## config.mk

```make
export PLATFORM = sky130hd
export DESIGN_NAME = uart_rx
export DESIGN_NICKNAME = d
export VERILOG_FILES = /design/src/rtl/uart_rx.sv
export SDC_FILE = /design/constraint.sdc
export NUM_CORES = 1
export LEC_CHECK = 0
export CORE_MARGIN = 1.5
export CORE_UTILIZATION = 50
export CTS_BUF_LIST = sky130_fd_sc_hd__clkbuf_4 sky130_fd_sc_hd__clkbuf_8
export DETAILED_ROUTE_END_ITERATION = 6
export PLACE_DENSITY_LB_ADDON = 0.05
export SLEW_MARGIN = 20
export SYNTH_ARGS = -nofsm -noshare
export SYNTH_HDL_FRONTEND = slang
export SYNTH_SLANG_ARGS = --single-unit
export TNS_END_PERCENT = 1
```

## constraint.sdc

```tcl
create_clock -name i_clk -period 7.2 [get_ports i_clk]
set_input_delay 0.72 -clock i_clk [delete_from_list [all_inputs] [get_ports i_clk]]
set_output_delay 0.72 -clock i_clk [all_outputs]
set_load 0.1 [all_outputs]
```

## src/rtl/uart_rx.sv

```systemverilog
// rtl/uart_rx.sv - 8N1 serial receiver with mid-bit sampling, glitch rejection and framing-error flag
module uart_rx #(
  parameter int CLKS_PER_BIT = 10416
) (
  input  logic       i_clk,
  input  logic       i_rst_n,
  input  logic       i_rx_serial_data,
  output logic [7:0] o_rx_byte,
  output logic       o_rx_valid,
  output logic       o_rx_busy,
  output logic       o_rx_framing_err
);

  localparam int CW = (CLKS_PER_BIT > 2) ? $clog2(CLKS_PER_BIT) : 1;
  localparam logic [CW-1:0] CNT_LAST  = CW'(CLKS_PER_BIT - 1);
  localparam logic [CW-1:0] HALF_LAST = CW'(CLKS_PER_BIT / 2 - 1);
  localparam logic [CW-1:0] CNT_ONE   = CW'(1);

  typedef enum logic [2:0] {S_IDLE, S_START, S_DATA, S_STOP, S_BREAK} state_t;

  state_t        state_q, state_d;
  logic [CW-1:0] cnt_q, cnt_d;
  logic [2:0]    idx_q, idx_d;
  logic [7:0]    shift_q, shift_d;
  logic [7:0]    byte_d;
  logic          valid_d, err_d;
  logic          rx_meta, rx_s;

  // Two-flop synchroniser, reset to the idle (high) line level
  always_ff @(posedge i_clk or negedge i_rst_n) begin
    if (!i_rst_n) begin
      rx_meta <= 1'b1;
      rx_s    <= 1'b1;
    end else begin
      rx_meta <= i_rx_serial_data;
      rx_s    <= rx_meta;
    end
  end

  always_ff @(posedge i_clk or negedge i_rst_n) begin
    if (!i_rst_n) begin
      state_q          <= S_IDLE;
      cnt_q            <= '0;
      idx_q            <= '0;
      shift_q          <= '0;
      o_rx_byte        <= 8'h00;
      o_rx_valid       <= 1'b0;
      o_rx_framing_err <= 1'b0;
    end else begin
      state_q          <= state_d;
      cnt_q            <= cnt_d;
      idx_q            <= idx_d;
      shift_q          <= shift_d;
      o_rx_byte        <= byte_d;
      o_rx_valid       <= valid_d;
      o_rx_framing_err <= err_d;
    end
  end

  always_comb begin
    state_d = state_q;
    cnt_d   = cnt_q;
    idx_d   = idx_q;
    shift_d = shift_q;
    byte_d  = o_rx_byte;
    valid_d = 1'b0;
    err_d   = 1'b0;
    unique case (state_q)
      S_IDLE: begin
        cnt_d = '0;
        if (!rx_s) state_d = S_START;
      end
      S_START: begin
        // Re-check the line half a bit in: a short low pulse is dropped silently
        if (cnt_q == HALF_LAST) begin
          cnt_d   = '0;
          idx_d   = '0;
          state_d = rx_s ? S_IDLE : S_DATA;
        end else begin
          cnt_d = cnt_q + CNT_ONE;
        end
      end
      S_DATA: begin
        if (cnt_q == CNT_LAST) begin
          cnt_d          = '0;
          shift_d[idx_q] = rx_s;
          if (idx_q == 3'd7) state_d = S_STOP;
          else               idx_d   = idx_q + 3'd1;
        end else begin
          cnt_d = cnt_q + CNT_ONE;
        end
      end
      S_STOP: begin
        // Leaving at mid-stop-bit leaves half a bit to catch a back-to-back start edge
        if (cnt_q == CNT_LAST) begin
          cnt_d = '0;
          if (rx_s) begin
            byte_d  = shift_q;
            valid_d = 1'b1;
            state_d = S_IDLE;
          end else begin
            err_d   = 1'b1;
            state_d = S_BREAK;
          end
        end else begin
          cnt_d = cnt_q + CNT_ONE;
        end
      end
      S_BREAK: begin
        if (rx_s) state_d = S_IDLE;
      end
      default: state_d = S_IDLE;
    endcase
  end

  assign o_rx_busy = (state_q != S_IDLE);

endmodule

```

==> out/results.txt, run 1 <==
Mapped Avg Cell Area - 10.7 um2
Maximum clock rate - 0.336 GHz
Initial Util - 52.4%
Max VDD drop - 0.000175 V
Hold Crit Depth - 0
CP top delay family - buffers and inverters
Post-CTS setup buffers - 0
Root Driver - clkbuf_8
Final worst path period need - 2.98 ns
Final setup fails - 0
Hpwl dp - 2420 um
Status - finished, final reports clean
Async SR Flop Fraction - 100%
WL/cell - 14.8 um
CTS buffer count - 5
Syn nets - 187
Drt initial violations - 122
CP max stage cell - clkdlybuf4s50_1
Die X - 65.2 um
Final Max Slew Viols - 0
EDFF count, synth - 0
CTS tree - yes
Layer carrying the most global-route usage - met1
Placed cell area - 2070 um2
Clk slew on worst S/H paths - 0.07 ns
Vias in the first global route - 1,352
Worst Path Buf+Inv - 1
Dpl ws - 4.40 ns
Port buffer count - 13
Worst R2R Path Depth - 5
H-tree depth - 2
Die Y - 65.2 um
CP Capture Type - output pin
Die area - 4250 um2
Critical Path RT - 6.48 ns
Hold Path Class - reg2reg
Critical Path AT - 2.26 ns
Largest net degree at the start of global routing - 41
Maximum root-to-sink buffer count - 2
Crit Path Max Fanout - 16
YS warnings - 0
R2r startpoint - cnt_q[4]
Post-CTS Resized - 0
Post-route ant nets - 0
Most frequent cells in the layout - 38 x dfrtp_1, 16 x nand2_1, 13 x mux2_2, 12 x clkdlybuf4s50_1, 11 x o21ai_0
Slowest cell delay on critical path - 0.97 ns
Mapped Cells - 181
Area Growth Syn to Fin - 12.8%
Top FF cell, synth - dfrtp_1
Final Hold Vio Count - 0
GRT Total Usage - 20.1%
Kind of start point of the critical path - flip-flop
Core ar. - 3690 um2
Clock sink count - 40
Flop-to-flop setup slack - 4.40 ns
Power per cell area - 189 nW/um2
# rows - 22
Post-route clock period utilization - 41.3%
First-pass GRT wire length - 6480 um
Critical setup path kind - reg2out
Cell leakage power - 0.983 nW
Residual DRC - 0
Nets - 200
Gpl congestion - 0.848
Clock Skew - 0.00780 ns
Sequential area share after synthesis - 51.9%
Wirelength, routed - 3590 um
Final Cell Area - 2180 um2
Clk_lat worst skew - 0.29 ns
Slew headroom - 34.8%
Synthesized flop and latch total - 40
Actual slew at the worst max-slew pin - 0.977 ns
Met1 usage - 29.0%
Grt total ovfl - 0
Netlist Area Pre-Place - 1930 um2
Commonest non-fill, non-tap cell in the layout - dfrtp_1
CP cell instances - or3_1 -> clkdlybuf4s50_1
Synth cell types - 39
Via density - 6.02
Final worst slack - 4.22 ns
Min-Delay Endpoint - rx_s
Min Hold Slack - 0.359 ns
RSZ-0062 raised after global routing - false
TNS Setup - 0 ns
Global Route met3 Usage - 5.65%
Met2 GRT Util - 28.8%
# diodes - 0
Hold Buf Count CTS - 0
Hold wc startpoint - rx_meta
I/O pins - 14
First-pass DRT Iterations - 6
Initial antenna violation count - 0
Vias - 1,462
Layout cells sized above 1 - 13.8%
R2R Path End - state_q[0]
Max Cap Viol - 0
==> cell usage after synthesis, types with 2 or more instances <==
cell / number / share of area [%]
nor4_1: 2 / 0.65
a22o_1: 6 / 2.7
a41oi_1: 3 / 1.4
or3_1: 2 / 0.65
a31oi_1: 6 / 1.9
nand4_1: 2 / 0.65
nand3_1: 10 / 2.6
nor3_1: 6 / 1.6
inv_1: 5 / 0.97
buf_6: 3 / 1.7
clkbuf_1: 4 / 0.78
nor2_1: 10 / 1.9
o21ai_0: 11 / 2.8
o31ai_1: 6 / 2.3
nand3b_1: 3 / 1.2
dfstp_2: 2 / 2.7
nand2_1: 16 / 3.1
or4_1: 2 / 0.78
and3_1: 3 / 0.97
dfrtp_1: 38 / 49
mux2_2: 13 / 7.6
ha_1: 3 / 1.9
a21o_1: 3 / 1.2
nand2b_1: 2 / 0.65
a21oi_1: 6 / 1.6
==> worst max path at each step <==
stage,cells past startpoint,slack (ns),startpoint,to
after floorplan,7,4.89,cnt_q[0],shift_q[0]
after global routing,2,4.14,state_q[2],o_rx_busy
after CTS,2,4.21,state_q[2],o_rx_busy
after global placement,5,4.47,cnt_q[4],state_q[0]
final,2,4.22,state_q[2],o_rx_busy
after detailed placement,5,4.40,cnt_q[4],state_q[0]
==> per-layer routing <==
layer,wire (um),vias up
met1,1710,703
met4,44,0
met2,1630,47
met5,0,-
li1,-,708
met3,208,4
==> logic make-up after synthesis <==
group | after synthesis | synth area share, %
muxes | 13 | 7.57
AOI/OAI and AO/OA | 47 | 16.3
buffers and inverters | 12 | 3.49
and+or+nand+nor | 66 | 18.8
adders and majority gates | 3 | 1.94
DFF | 40 | 51.9
==> state kept, by name, summed over array words and instances, names as in the netlist <==
signal,flops
rx_meta,1
idx_q,3
state_q,3
o_rx_valid,1
o_rx_byte,8
shift_q,8
cnt_q,14
o_rx_framing_err,1
rx_s,1
==> power by group <==
group | internal, mW | switching, mW | leakage [nW]
clock network | 0.102 | 0.0774 | 0.0541
registers | 0.226 | 0.000709 | 0.537
logic | 0.00103 | 0.00516 | 0.392
==> per-stage QoR <==
| step | power, mW | instances | util, % |
|---|---|---|---|
| 2_1_floorplan | 0.231 | 181 | - |
| 3_3_place_gp | 0.237 | 235 | 56.1 |
| 3_5_place_dp | 0.237 | 235 | 56.1 |
| 4_1_cts | 0.418 | 243 | 59.1 |
| 5_1_grt | 0.430 | 243 | 59.1 |
| 6_report | 0.412 | 243 | 59.1 |
==> final cells by class <==
cell class                 count  area, um2
multi-input combinational    129        862
sequential                    40       1000
inverter                       5       18.8
tap                           48       60.1
clock buffer                   5       68.8
fill                         322       1510
timing repair buffer          13        125
clock inverter                 3       42.5
Note: power is estimated with default switching activity, not from simulation.
==> run 2, diff against run 1 <==
==> constraint.sdc (replaced) <==
create_clock -name i_clk -period 2.6 [get_ports i_clk]
set_input_delay 0.26 -clock i_clk [delete_from_list [all_inputs] [get_ports i_clk]]
set_output_delay 0.26 -clock i_clk [all_outputs]
set_load 0.1 [all_outputs]
==> run 2 against run 1 <==
- non-clock buffer count is 8 higher
- hold slack got worse by 0.28 ns
- via count rose by 1.6%
- wire length is 0.31% higher
- critical path depth grew 4
- critical path type is now reg2reg
==> out/results.txt, run 2 (synthesis results as in run 1) <==
Critical Path RT - 2.78 ns (was 6.48 ns)
Vias - 1,485 (was 1,462)
Slew headroom - 42.2% (was 34.8%)
Layer carrying the most global-route usage - met2 (was met1)
CTS tree - yes (unchanged)
Largest net degree at the start of global routing - 41 (unchanged)
Maximum clock rate - 0.408 GHz
Hold Buf Count CTS - 0 (unchanged)
Number of flip-flops in the largest register - 14 (unchanged)
Power per cell area - 517 nW/um2 (was 189 nW/um2)
Final setup fails - 0 (unchanged)
Drt initial violations - 96 (was 122)
Nets - 208 (was 200)
Critical Path AT - 2.64 ns (was 2.26 ns)
WL/cell - 14.3 um (was 14.8 um)
CP Capture Type - flip-flop (was output pin)
Status - finished, final reports clean (unchanged)
Post-route clock period utilization - 94.3%
Maximum root-to-sink buffer count - 2 (unchanged)
Die Y - 65.2 um (unchanged)
Final Max Slew Viols - 0 (unchanged)
Vias in the first global route - 1,378 (was 1,352)
Final worst slack - 0.148 ns (was 4.22 ns)
Post-CTS setup buffers - 0 (unchanged)
Dpl ws - 0.169 ns (was 4.40 ns)
Met1 usage - 26.4% (was 29.0%)
Kind of start point of the critical path - flip-flop (unchanged)
Switching Share - 19.5% (was 20.2%)
# rows - 22 (unchanged)
Core ar. - 3690 um2 (unchanged)
Met2 GRT Util - 29.8% (was 28.8%)
Actual slew at the worst max-slew pin - 0.868 ns (was 0.977 ns)
Cell leakage power - 1.04 nW (was 0.983 nW)
First-pass GRT wire length - 6290 um (was 6480 um)
Die area - 4250 um2 (unchanged)
Clock Skew - 0.00351 ns (was 0.00780 ns)
Hold Path Class - in2async (was reg2reg)
H-tree depth - 2 (unchanged)
Max VDD drop - 0.000335 V (was 0.000175 V)
GRT Total Usage - 19.6% (was 20.1%)
Sequential share of power - 54.7% (was 54.9%)
Residual DRC - 0 (unchanged)
Post-route ant nets - 0 (unchanged)
Most frequent cells in the layout - 38 x dfrtp_1, 19 x buf_4, 16 x nand2_1, 13 x mux2_2, 11 x o21ai_0 (was 38 x dfrtp_1, 16 x nand2_1, 13 x mux2_2, 12 x clkdlybuf4s50_1, 11 x o21ai_0)
Switching Power - 0.223 mW (was 0.0833 mW)
First-pass DRT Iterations - 4 (was 6)
# diodes - 0 (unchanged)
Largest register by flop count - cnt_q (unchanged)
Internal Power - 0.923 mW (was 0.329 mW)
I/O pins - 14 (unchanged)
Gpl congestion - 0.847 (was 0.848)
Area Growth Syn to Fin - 14.8% (was 12.8%)
Clk_lat worst skew - 0.29 ns (about the same)
Layout cells sized above 1 - 23.2% (was 13.8%)
Clock share of power - 43.8% (was 43.6%)
Critical setup path kind - reg2reg (was reg2out)
Hpwl dp - 2490 um (was 2420 um)
Port buffer count - 13 (unchanged)
Root Driver - clkbuf_8 (unchanged)
CTS buffer count - 5 (unchanged)
Crit Path Max Fanout - 23 (was 16)
Final Hold Vio Count - 0 (unchanged)
Commonest non-fill, non-tap cell in the layout - dfrtp_1 (unchanged)
Die X - 65.2 um (unchanged)
RSZ-0062 raised after global routing - false (unchanged)
Post-CTS Resized - 0 (unchanged)
Clk slew on worst S/H paths - 0.07 ns (about the same)
Largest regs - cnt_q: 14 flops, o_rx_byte: 8 flops, shift_q: 8 flops (unchanged)
Global Route met3 Usage - 5.14% (was 5.65%)
Max Cap Viol - 0 (unchanged)
TNS Setup - 0 ns (unchanged)
Via density - 5.92 (was 6.02)
Initial antenna violation count - 0 (unchanged)
Clock sink count - 40 (unchanged)
Final worst path period need - 2.45 ns
Initial Util - 52.4% (unchanged)
Comb pwr share - 1.5% (about the same)
Wirelength, routed - 3600 um (was 3590 um)
Grt total ovfl - 0 (unchanged)
==> run 2: power by group through the flow <==
| stage | Sequential, mW | Clock [mW] | Combinational, mW |
|---|---|---|---|
| 2_1_floorplan | 0.638 | 0 | 0.00307 |
| 5_1_grt | 0.627 | 0.543 | 0.0207 |
| 6_report | 0.627 | 0.502 | 0.0172 |
| 3_3_place_gp | 0.638 | 0 | 0.0177 |
| 3_5_place_dp | 0.639 | 0 | 0.0182 |
| 4_1_cts | 0.626 | 0.514 | 0.0182 |
==> run 2: worst paths after layout <==
kind,startpoint,end,slack (ns),cells past startpoint
setup / recovery,cnt_q[6],cnt_q[8],0.15,6
setup reg to reg,cnt_q[6],cnt_q[8],0.15,6
max in group asynchronous,i_rst_n,state_q[2],1.98,1
hold reg to reg,rx_meta,rx_s,0.36,0
min in group i_clk,rx_meta,rx_s,0.36,0
hold / removal,i_rst_n,o_rx_byte[4],0.08,1
==> run 2: cell type report <==
cell class              count  area, um2
fillers                   330       1470
inverters                   5       18.8
well taps                  48       60.1
flip-flops and latches     40       1000
multi-input cells         129        867
clock buffers               6       76.3
repair buffers             21        158
clock inverters             2       35.0
==> run 2: worst max-delay path, cell delays in order (launching register included) <==
cell     delay [ns]
dfrtp_1        0.41
or4_1          0.56
or4_4          0.48
a32o_1         0.26
buf_4          0.22
a21o_1         0.18
a22o_1         0.22
==> run 2: through the flow <==
step                total power, mW  hold WS (ns)  instance area [um2]  std cells  util (%)
finish                         1.15        0.0751                 2220        251      60.1
floorplan                     0.641       -0.0356                 1930        181         -
detailed placement            0.657         0.351                 2100        243      57.0
CTS                            1.16         0.107                 2210        251      60.0
global placement              0.656         0.348                 2100        243      57.0
global route                   1.19         0.155                 2220        251      60.1
==> run 2: per-layer routing <==
| metal | part of all wire, % | up-vias | wire (um) |
|---|---|---|---|
| li1 | - | 722 | - |
| met1 | 50 | 727 | 1790 |
| met2 | 44 | 28 | 1600 |
| met3 | 4.1 | 8 | 146 |
| met4 | 1.8 | 0 | 65 |
| met5 | 0 | - | 0 |
